==> src/rtl/fetch_stage.sv <==
// fetch_stage: instruction-fetch stage feeding decode.
//   Owns the PC, keeps at most one instruction-memory request outstanding, and
//   buffers returned words in a two-entry store (OUT register + SKID) so decode
//   stalls, load-use bubbles and redirects never drop or duplicate a word.
// Ports:
//   clk, rst            clock, asynchronous active-low reset
//   stall, bubble       decode holds (no consumption this cycle)
//   redirect, redirect_pc  taken control flow; new fetch target
//   imem_req/addr/ready    request handshake (accept = req && ready)
//   imem_resp_valid/rdata  response for the outstanding request
//   instr/instr_pc/instr_valid  entry presented to decode
module fetch_stage #(
   parameter logic [31:0] RESET_PC  = 32'h0000_2000,
   parameter logic [31:0] NOP_INSTR = 32'h0000_0013
) (
   input  logic        clk,
   input  logic        rst,
   input  logic        stall,
   input  logic        bubble,
   input  logic        redirect,
   input  logic [31:0] redirect_pc,
   output logic        imem_req,
   output logic [31:0] imem_addr,
   input  logic        imem_ready,
   input  logic        imem_resp_valid,
   input  logic [31:0] imem_rdata,
   output logic [31:0] instr,
   output logic [31:0] instr_pc,
   output logic        instr_valid
);

   localparam logic [31:0] RESET_ALIGNED = RESET_PC & 32'hFFFF_FFFC;

   // IDLE: nothing outstanding; WAIT: outstanding, keep; DROP: outstanding, discard
   typedef enum logic [1:0] {IDLE = 2'd0, WAIT = 2'd1, DROP = 2'd2} state_t;

   state_t      state, state_nxt;
   logic [31:0] pc, req_pc, target;
   logic        out_v, skid_v;
   logic [31:0] out_word, out_pc, skid_word, skid_pc;
   logic        advance, land, accept, credit;
   logic [2:0]  occ_nxt;

   always_comb begin
      target  = redirect_pc & 32'hFFFF_FFFC;
      advance = out_v & ~stall & ~bubble;
      // a response is only kept when it answers a live request and no redirect kills it
      land    = (state == WAIT) & imem_resp_valid & ~redirect;
      // occupancy after this edge; a new request needs a free slot for its eventual word
      occ_nxt = 3'(out_v) + 3'(skid_v) - 3'(advance) + 3'(land);
      credit  = occ_nxt < 3'd2;
      // request only when the slot frees: idle, or the outstanding one returns now
      imem_req = rst & ~redirect & (state != DROP) &
                 ((state == IDLE) | imem_resp_valid) & credit;
      accept  = imem_req & imem_ready;

      state_nxt = state;
      case (state)
         IDLE: if (accept) state_nxt = WAIT;
         WAIT: begin
            if (redirect)             state_nxt = imem_resp_valid ? IDLE : DROP;
            else if (imem_resp_valid) state_nxt = accept ? WAIT : IDLE;
         end
         DROP: if (imem_resp_valid) state_nxt = IDLE;
         default: state_nxt = IDLE;
      endcase
   end

   always_ff @(posedge clk or negedge rst) begin
      if (!rst) begin
         state  <= IDLE;
         pc     <= RESET_ALIGNED;
         req_pc <= 32'h0;
      end else begin
         state <= state_nxt;
         if (redirect)    pc <= target;
         else if (accept) pc <= pc + 32'd4;
         // remember which address the outstanding request fetches
         if (accept) req_pc <= pc;
      end
   end

   always_ff @(posedge clk or negedge rst) begin
      if (!rst) begin
         out_v     <= 1'b0;
         out_word  <= 32'h0;
         out_pc    <= 32'h0;
         skid_v    <= 1'b0;
         skid_word <= 32'h0;
         skid_pc   <= 32'h0;
      end else if (redirect) begin
         out_v  <= 1'b0;
         skid_v <= 1'b0;
      end else begin
         if (advance) begin
            out_v    <= skid_v;
            out_word <= skid_word;
            out_pc   <= skid_pc;
            skid_v   <= 1'b0;
         end
         // later assignments override the shift above when a word lands
         if (land) begin
            if (!out_v || (advance && !skid_v)) begin
               out_v    <= 1'b1;
               out_word <= imem_rdata;
               out_pc   <= req_pc;
            end else begin
               skid_v    <= 1'b1;
               skid_word <= imem_rdata;
               skid_pc   <= req_pc;
            end
         end
      end
   end

   assign imem_addr   = pc;
   assign instr       = out_v ? out_word : NOP_INSTR;
   assign instr_pc    = out_pc;
   assign instr_valid = out_v;

endmodule
==> config.mk <==
export PLATFORM = sky130hd
export DESIGN_NAME = fetch_stage
export DESIGN_NICKNAME = d
export VERILOG_FILES = /design/src/rtl/fetch_stage.sv
export SDC_FILE = /design/constraint.sdc
export NUM_CORES = 1
export LEC_CHECK = 0
export BUFFER_PORTS_ARGS = -buffer_cell sky130_fd_sc_hd__buf_2
export CORE_ASPECT_RATIO = 0.8
export CORE_MARGIN = 5
export CORE_UTILIZATION = 50
export DETAILED_ROUTE_END_ITERATION = 8
export GPL_TIMING_DRIVEN = 0
export PLACE_DENSITY_LB_ADDON = 0.3
export SYNTH_ARGS = -nofsm -noshare
export SYNTH_HDL_FRONTEND = slang
export SYNTH_SLANG_ARGS = --single-unit
==> constraint.sdc <==
create_clock -name clk -period 2.8 [get_ports clk]
set_clock_uncertainty 0.1 [all_clocks]
set_input_delay 0.14 -clock clk [delete_from_list [all_inputs] [get_ports clk]]
set_output_delay 0.14 -clock clk [all_outputs]
set_load 0.02 [all_outputs]
==> impl_metrics.json <==
{
  "drive_gt1_frac": 0.316,
  "synth.avg_cell_area_um2": 10.8,
  "ios": 169,
  "finalHoldViolCount": 0,
  "worstSetupPathType": "reg -> out",
  "grt_pass1_wl_um": 36700,
  "drt-total-wl_um": 22900,
  "end_kind": "output port",
  "cts_inserted_buffers": 17,
  "ys_warn_count": 0,
  "final_common_cell": "dfrtp_1",
  "setup_viol": 0,
  "rsz0062_at_grt": "true",
  "slew_headroom": 0.549,
  "syn-cell-area_mm2": 0.00870,
  "vias_per_cell": 5.38,
  "placed_area_mm2": 0.00991,
  "grt_max_degree": 124,
  "ant_nets": 0,
  "clock-sinks": 190,
  "initial_core_util": 0.506,
  "r2r-end": "imem_addr[12]",
  "core_mm2": 0.0172,
  "worst_slew_pin_slew_ns": 0.677,
  "period_minus_slack_ns": 2.80,
  "drt_iter0_markers": 429,
  "rr_startpoint": "instr_valid",
  "area_growth_pct": 32.6,
  "worstHoldPathType": "in -> reg",
  "nets": 1142,
  "num_rows": 43,
  "p_switching_mw": 2.24,
  "rrSetupSlack_ns": 0.02,
  "io_buffers": 163,
  "diodes": 0,
  "fin_crit_sh": 0.999,
  "cts-root-buf": "clkbuf_16",
  "overflow": 0,
  "pwr-share-seq": 0.461,
  "hold_path_depth": 4,
  "hold_path_startpoint": "imem_ready",
  "final_cell_count_no_fill": 1304,
  "die_w_um": 158,
  "worst_setup_path_start_kind": "flip-flop",
  "dr.pass1.iters": 7,
  "grt_usage": 0.230,
  "synth_cell_types": 56,
  "grt_pass1_vias": 6896,
  "synth_edf_count": 0,
  "syn_inst": 806,
  "power_frac_clock": 0.355,
  "p_comb_frac": 0.183,
  "antenna_found_initial": 1,
  "layout_common_cells": "dfrtp_1, buf_2, nand2_1",
  "final_area_mm2": 0.0115,
  "vdd_drop_max_v": 0.000456,
  "reg2reg_depth": 13,
  "synth_top_area_cell": "dfrtp_1",
  "cp.arrival_ns": 2.56,
  "synth_area_leaders": "dfrtp_1, mux2_2, mux2i_1",
  "p_per_area_mw_per_mm2": 672,
  "p_leak_nw": 5.98,
  "clockBufferDepth": 2,
  "hold_ws_ns": 0.122,
  "dp_hpwl_um": 15200,
  "async_reset_ff_frac": 1.00,
  "wl_per_cell_um": 17.6,
  "synth-seq-area-share": 0.546,
  "cts_tree": "yes",
  "synth_top_cell_area_share": 0.543,
  "synthFlopType": "dfrtp_1",
  "cp.required_ns": 2.56,
  "chipHeight_um": 128,
  "cts_max_level": 4,
  "gp_congestion": 0.921,
  "min_to": "imem_addr[27]",
  "die-area_mm2": 0.0202,
  "worstPathMaxFanout": 4,
  "drv_slew": 0,
  "synth-seq-cells": 190,
  "outcome": "complete, no violations",
  "internal_power_mw": 5.52,
  "max_freq_mhz": 358,
  "clk_latency_ns": 0.42,
  "cap_violations": 0,
  "vias": 7011,
  "drc_errors": 0,
  "clkSlewWorstSetupHoldPaths_ns": 0.07,
  "dpl.cell_count": 1196,
  "p_sw_frac": 0.289
}
## how the worst max path moves through the flow
| stage | cells after the start | end | start | slack [ns] |
|---|---|---|---|---|
| CTS | 11 | imem_req | instr_valid | -0.12 |
| global route | 10 | imem_req | instr_valid | -0.17 |
| floorplan | 12 | imem_addr[27] | instr_valid | -0.04 |
| finish | 10 | imem_req | instr_valid | 0.004 |
| detailed placement | 14 | imem_addr[28] | instr_valid | -0.35 |
| global placement | 6 | imem_addr[29] | rst | -2.30 |
## power by group through the flow
stage	logic (mW)	registers [mW]	clock network (mW)
2_1_floorplan	0.576	3.78	0
3_3_place_gp	1.28	3.60	0
3_5_place_dp	1.31	3.62	0
4_1_cts	1.41	3.57	2.80
5_1_grt	1.57	3.64	2.91
6_report	1.42	3.58	2.76
## through the flow
stage | TNS, ns | power, mW | worst slack, ns | utilization
after floorplan | -0.0564 | 4.36 | -0.0423 | -
after global placement | -458.27 | 4.88 | -2.30 | 0.574
after detailed placement | -10.66 | 4.94 | -0.351 | 0.576
after CTS | -0.339 | 7.79 | -0.116 | 0.664
after global routing | -1.54 | 8.12 | -0.166 | 0.670
final | 0 | 7.76 | 0.00401 | 0.670
## cells in the mapped netlist, types with 3 or more instances
cell type  number
o211ai_1        3
xor2_1          6
nand3b_1        4
mux2_2         64
o21ai_0        19
nand2_1       116
nor2b_1         7
xnor2_1        10
a221o_1         3
ha_1            5
nor3_1          9
or3_1           3
mux2i_1        64
buf_2          31
and2_1         31
clkbuf_1       16
nand3_1        13
nand2b_1        6
o311ai_0        5
and3_1          6
inv_1           9
nor4_1          8
nand4_1         5
nor2_1         67
a21o_1          4
a21oi_1        66
dfrtp_1       189
## state kept, by name (all words and copies together) (netlist names)
| register | cells |
|---|---|
| instr_pc | 32 |
| out_word | 32 |
| skid_word | 32 |
| imem_addr | 30 |
| req_pc | 30 |
| skid_pc | 30 |
| state | 2 |
| instr_valid | 1 |
| skid_v | 1 |
## critical path: stages, from the launching register on
cell and delay [ns]:
dfrtp_2 0.39, inv_2 0.04, or3_4 0.34, inv_4 0.07, ha_4 0.19, inv_2 0.05
ha_4 0.19, nand3b_1 0.14, o2111ai_4 0.18, nor4b_4 0.34, buf_4 0.20
## metal layers
layer	up-vias	GRT usage	part of all wire
met3	33	0.0483	0.071
met4	2	0.0637	0.016
met1	3404	0.340	0.46
met2	260	0.347	0.46
li1	3312	-	-
met5	-	0	0.00031
## what timing repair did
action | 4_1_cts | 5_1_grt
hold buffers | 66 | 0
pin swaps | 4 | 7
setup buffers | 6 | 6
endpoints found under the hold margin | 164 | 0
setup endpoints to repair | 56 | 93
resized for setup | 29 | 24
## cells by family (layout without fill, tap and decap cells)
family | Yosys count | count (layout) | share of synthesized area
buffers and inverters | 60 | 332 | 0.0312
other | 1 | 2 | 0.000431
AO/OA/AOI/OAI | 116 | 116 | 0.0802
multiplexers | 128 | 128 | 0.156
AND/OR/NAND/NOR | 290 | 290 | 0.162
adder cells (fa/ha/maj) | 5 | 5 | 0.00719
flip-flops | 190 | 190 | 0.546
XOR/XNOR | 16 | 16 | 0.0161
## final cells by class
type | count | area (um2)
plain buffers | 49 | 269
flip-flops and latches | 190 | 4760
clock buffers | 19 | 443
multi-input cells | 557 | 3910
clock inverters | 13 | 236
repair buffers | 242 | 1610
fillers | 1315 | 5670
well taps | 225 | 282
inverters | 9 | 36.3
(Power assumes the default switching activity.)
